===== src/rtl/div_seq.sv =====
// Multi-cycle radix-2 restoring divider for RV32M DIV/DIVU/REM/REMU.
// Signed operands run as magnitudes; the sign fix is folded into the final step.
module div_seq #(
  parameter int DATA_WIDTH = 32
) (
  input  logic                  clk,
  input  logic                  rst,
  input  logic                  start,
  input  logic                  flush,
  input  logic [DATA_WIDTH-1:0] op1,
  input  logic [DATA_WIDTH-1:0] op2,
  input  logic [2:0]            div_ctrl,
  output logic                  busy,
  output logic                  div_ready,
  output logic [DATA_WIDTH-1:0] result
);

  localparam int CW = (DATA_WIDTH > 1) ? $clog2(DATA_WIDTH) : 1;

  typedef enum logic [1:0] {
    IDLE = 2'd0,
    RUN  = 2'd1,
    DONE = 2'd2
  } state_t;

  state_t                state_q, state_d;
  logic [CW-1:0]         cnt_q, cnt_d;
  logic [DATA_WIDTH-1:0] quo_q, quo_d;
  logic [DATA_WIDTH-1:0] rem_q, rem_d;
  logic [DATA_WIDTH-1:0] dvs_q, dvs_d;
  logic [DATA_WIDTH-1:0] result_q, result_d;
  logic                  neg_quo_q, neg_quo_d;
  logic                  neg_rem_q, neg_rem_d;
  logic                  is_rem_q, is_rem_d;

  logic                  is_signed, op1_neg, op2_neg, div_zero, overflow;
  logic [DATA_WIDTH-1:0] mag1, mag2;
  logic [DATA_WIDTH:0]   shifted, diff;
  logic                  take;
  logic [DATA_WIDTH-1:0] rem_next, quo_next, quo_fix, rem_fix;

  assign is_signed = ~div_ctrl[0];
  assign op1_neg   = is_signed & op1[DATA_WIDTH-1];
  assign op2_neg   = is_signed & op2[DATA_WIDTH-1];
  assign mag1      = op1_neg ? ('0 - op1) : op1;
  assign mag2      = op2_neg ? ('0 - op2) : op2;
  assign div_zero  = (op2 == '0);
  assign overflow  = is_signed & (op1 == {1'b1, {(DATA_WIDTH-1){1'b0}}}) & (op2 == '1);

  // One restoring step: shift in the next dividend bit, subtract if it fits.
  assign shifted  = {rem_q, quo_q[DATA_WIDTH-1]};
  assign diff     = shifted - {1'b0, dvs_q};
  assign take     = ~diff[DATA_WIDTH];
  assign rem_next = take ? diff[DATA_WIDTH-1:0] : shifted[DATA_WIDTH-1:0];
  assign quo_next = {quo_q[DATA_WIDTH-2:0], take};
  assign quo_fix  = neg_quo_q ? ('0 - quo_next) : quo_next;
  assign rem_fix  = neg_rem_q ? ('0 - rem_next) : rem_next;

  always_comb begin
    state_d   = state_q;
    cnt_d     = cnt_q;
    quo_d     = quo_q;
    rem_d     = rem_q;
    dvs_d     = dvs_q;
    result_d  = result_q;
    neg_quo_d = neg_quo_q;
    neg_rem_d = neg_rem_q;
    is_rem_d  = is_rem_q;
    busy      = 1'b0;
    div_ready = 1'b0;

    case (state_q)
      IDLE: begin
        if (start && div_ctrl[2]) begin
          is_rem_d  = div_ctrl[1];
          neg_quo_d = op1_neg ^ op2_neg;
          neg_rem_d = op1_neg;
          quo_d     = mag1;
          rem_d     = '0;
          dvs_d     = mag2;
          cnt_d     = '0;
          // Divide-by-zero and signed overflow skip iteration entirely.
          if (div_zero) begin
            result_d = div_ctrl[1] ? op1 : '1;
            state_d  = DONE;
          end else if (overflow) begin
            result_d = div_ctrl[1] ? '0 : op1;
            state_d  = DONE;
          end else begin
            state_d = RUN;
          end
        end
      end
      RUN: begin
        busy  = 1'b1;
        quo_d = quo_next;
        rem_d = rem_next;
        if (cnt_q == CW'(DATA_WIDTH-1)) begin
          cnt_d    = '0;
          result_d = is_rem_q ? rem_fix : quo_fix;
          state_d  = DONE;
        end else begin
          cnt_d = cnt_q + 1'b1;
        end
      end
      DONE: begin
        div_ready = 1'b1;
        state_d   = IDLE;
      end
      default: state_d = IDLE;
    endcase

    // Flush wins over everything, including a start in the same cycle.
    if (flush) begin
      state_d  = IDLE;
      cnt_d    = '0;
      result_d = result_q;
    end
  end

  always_ff @(posedge clk) begin
    if (rst) begin
      state_q   <= IDLE;
      cnt_q     <= '0;
      quo_q     <= '0;
      rem_q     <= '0;
      dvs_q     <= '0;
      result_q  <= '0;
      neg_quo_q <= 1'b0;
      neg_rem_q <= 1'b0;
      is_rem_q  <= 1'b0;
    end else begin
      state_q   <= state_d;
      cnt_q     <= cnt_d;
      quo_q     <= quo_d;
      rem_q     <= rem_d;
      dvs_q     <= dvs_d;
      result_q  <= result_d;
      neg_quo_q <= neg_quo_d;
      neg_rem_q <= neg_rem_d;
      is_rem_q  <= is_rem_d;
    end
  end

  assign result = result_q;

endmodule


===== config.mk =====
export PLATFORM = sky130hd
export DESIGN_NAME = div_seq
export DESIGN_NICKNAME = d
export VERILOG_FILES = /design/src/rtl/div_seq.sv
export SDC_FILE = /design/constraint.sdc
export NUM_CORES = 1
export LEC_CHECK = 0
export CORE_ASPECT_RATIO = 1.4
export CORE_MARGIN = 4
export CORE_UTILIZATION = 35
export DETAILED_ROUTE_END_ITERATION = 12
export SYNTH_ARGS = -nofsm -noshare
export SYNTH_HDL_FRONTEND = slang
export SYNTH_SLANG_ARGS = --single-unit

===== constraint.sdc =====
create_clock -name clk -period 6 [get_ports clk]
set_input_delay 0.9 -clock clk [delete_from_list [all_inputs] [get_ports clk]]
set_output_delay 0.9 -clock clk [all_outputs]
set_load 0.05 [all_outputs]

==> metrics.yaml <==
seq_area_frac_synth: 0.225
ant_nets: 0
clock_path_buffers: 2
worstSetupPathType: "register to register"
critPathArrivalTime_ns: 5.92
preCtsSetupSlack_ns: 0.312
yosysTopAreaCell: "dfxtp_1"
holdWs_ns: 0.464
grt_usage: 0.243
setup_violations: 0
syn_nets: 1825
ios: 105
worstMarginPinSlew_ns: 1.19
path_clk_slew_ns: 0.06
synth_commonest_cells: "nor2_1, nand2_1, a21oi_1"
drt_iter0_markers: 830
critPathCaptureType: "register"
fp.dieW_um: 166
postRouteWirelength_um: 47400
vias: 13201
final.min_clock_period_ns: 5.52
grt_pass1_wl_um: 73700
ff_latch_area_sq_um: 2760
dieHeight_um: 229
cp_max_fo: 16
fin_nets: 1861
synth_seq_cells: 138
ys.flop_type: "dfxtp_1"
worstSetupStartpointType: "register"
rsz0062_at_grt: "false"
dpl.hpwl_um: 36900
synth_edf_count: 0
skew_ns: 0.0105
vdd_drop_max_mv: 0.194
final_layout_size_suffix_gt1_frac: 0.0596
synthCells: 1714
antenna_found_initial: 0
cts-htree-levels: 4
tns_ns: 0
status: "finished clean"
port_buffers: 104
drtPass1Iterations: 5
timing.final.ws_setup_ns: 0.476
wl_per_cell_um: 21.4
place_congestion: 0.948
synthTopCellsByArea: "dfxtp_1, nor2_1, a21oi_1"
finalCritPeriodShare: 0.921
cap_violations: 0
ctsResizeCount: 0
hold_viol_final: 0
hold_class: "register to register"
viasPerCell: 5.96
cts_root_buf: "clkbuf_16"
powerDensity_nw_per_um2: 198
die_area_sq_um: 38100
cts_tree: "built"
cts.sinks: 138
drc_errors: 0
multi_input_area_sq_um: 8770
numCtsBuffers: 17
yosysMostFrequentCell: "nor2_1"
cts.hold.buffers_added: 0
synth_top_area_share: 0.225
floorplan.initialDensity: 0.357
rows: 80
max_freq_mhz: 181
grt_max_degree: 79
postSynth.asyncResetShare: 0
area_delta_synth_final_pct: 16.1
synth.distinct_cells: 84
worstPathRequired_ns: 6.40
yosys_warnings: 0
clk_latency_ns: 0.45
fill_cells: 3615
power_mw: 2.82
slew_viol_final: 0
slew-limit-headroom: 0.205
grt_pass1_vias: 12708
post-cts-setup-buffer-count: 0
syn_area_per_cell_sq_um: 7.15
diodes: 0
grt_overflow_total: 0
core_area_sq_um: 34300
synth_area_sq_um: 12300
p_leak_nw: 5.19
## path summary, 6_finish.rpt
path | start | endpoint | slack [ns] | depth (start not counted)
worst max register to register | rem_q[18]$_SDFFE_PP0P_ | result[28]$_SDFFE_PP0P_ | 0.48 | 18
worst min-delay path | dvs_q[18]$_SDFFE_PP0P_ | dvs_q[18]$_SDFFE_PP0P_ | 0.46 | 2
worst min register to register | dvs_q[18]$_SDFFE_PP0P_ | dvs_q[18]$_SDFFE_PP0P_ | 0.46 | 2
worst max-delay path | rem_q[18]$_SDFFE_PP0P_ | result[28]$_SDFFE_PP0P_ | 0.48 | 18
## state kept, by name (all words and copies together), names as in the netlist, 2 cells and up
signal / flops
cnt_q: 5
result: 32
dvs_q: 32
quo_q: 32
rem_q: 32
state_q: 2
## metal layers
metal  up-vias  part of all wire  global-route usage  routed length, um
li1       6412                 -                   -                  -
met2       444              0.49               0.420              23400
met3       123             0.044              0.0298               2080
met4         0             0.077               0.170               3640
met1      6222              0.39               0.277              18300
met5         -                 0                   0                  0
## placed cells by master (no fill, tap or decap), drive strengths merged, types with 36 or more instances in the layout
master | synthesis | final
nor2 | 207 | 207
nand2 | 177 | 177
a21oi | 139 | 139
dfxtp | 138 | 138
clkdlybuf4s50 | 0 | 103
o21ai | 89 | 89
xor2 | 61 | 61
inv | 58 | 61
xnor2 | 53 | 53
nor3 | 52 | 52
nand3 | 45 | 45
a211oi | 43 | 43
ha | 39 | 39
a22oi | 36 | 36
## logic make-up (layout without fill, tap and decap cells)
logic type               after synthesis  count (layout)  share of synthesized area
AO/OA/AOI/OAI                        528             528                      0.288
XOR/XNOR                             114             114                     0.0815
adder cells (fa/ha/maj)               64              64                     0.0611
buffers and inverters                180             229                     0.0597
flip-flops                           138             138                      0.225
multiplexers                          33              33                     0.0275
AND/OR/NAND/NOR                      657             657                      0.257
## where the power goes
group / internal (mW) / leakage (nW) / switching [mW]
Clock: 0.668 / 0.294 / 0.461
Sequential: 0.947 / 1.12 / 0.0309
Combinational: 0.257 / 3.77 / 0.458
## worst max-delay path, stage by stage (launching register included)
cell and delay [ns]:
dfxtp_1 0.47, ha_1 0.38, a21oi_1 0.31, o21ai_1 0.21
a221o_1 0.41, or3_1 0.36, o221a_2 0.33, buf_4 0.21
mux2_2 0.27, ha_1 0.17, inv_1 0.09, or3_1 0.37
or3_1 0.39, or3_1 0.36, nor2_1 0.11, a31oi_1 0.13
a2111oi_2 0.44, mux2_2 0.39, nand2_1 0.06
## cell type report
class / instances / share of cell area
Multi-Input combinational cell: 1396 / 0.617
Tap cell: 451 / 0.0397
Clock inverter: 13 / 0.0118
Timing Repair Buffer: 138 / 0.0909
Inverter: 59 / 0.0156
Sequential cell: 138 / 0.194
Clock buffer: 19 / 0.0311
## per-stage QoR
stage               instances  area (sq um)   util
floorplan                1714         12300      -
global placement         2182         13600  0.397
detailed placement       2182         13600  0.397
CTS                      2214         14200  0.414
global route             2214         14200  0.414
finish                   2214         14200  0.414
Power figures use the tool's default switching activity.
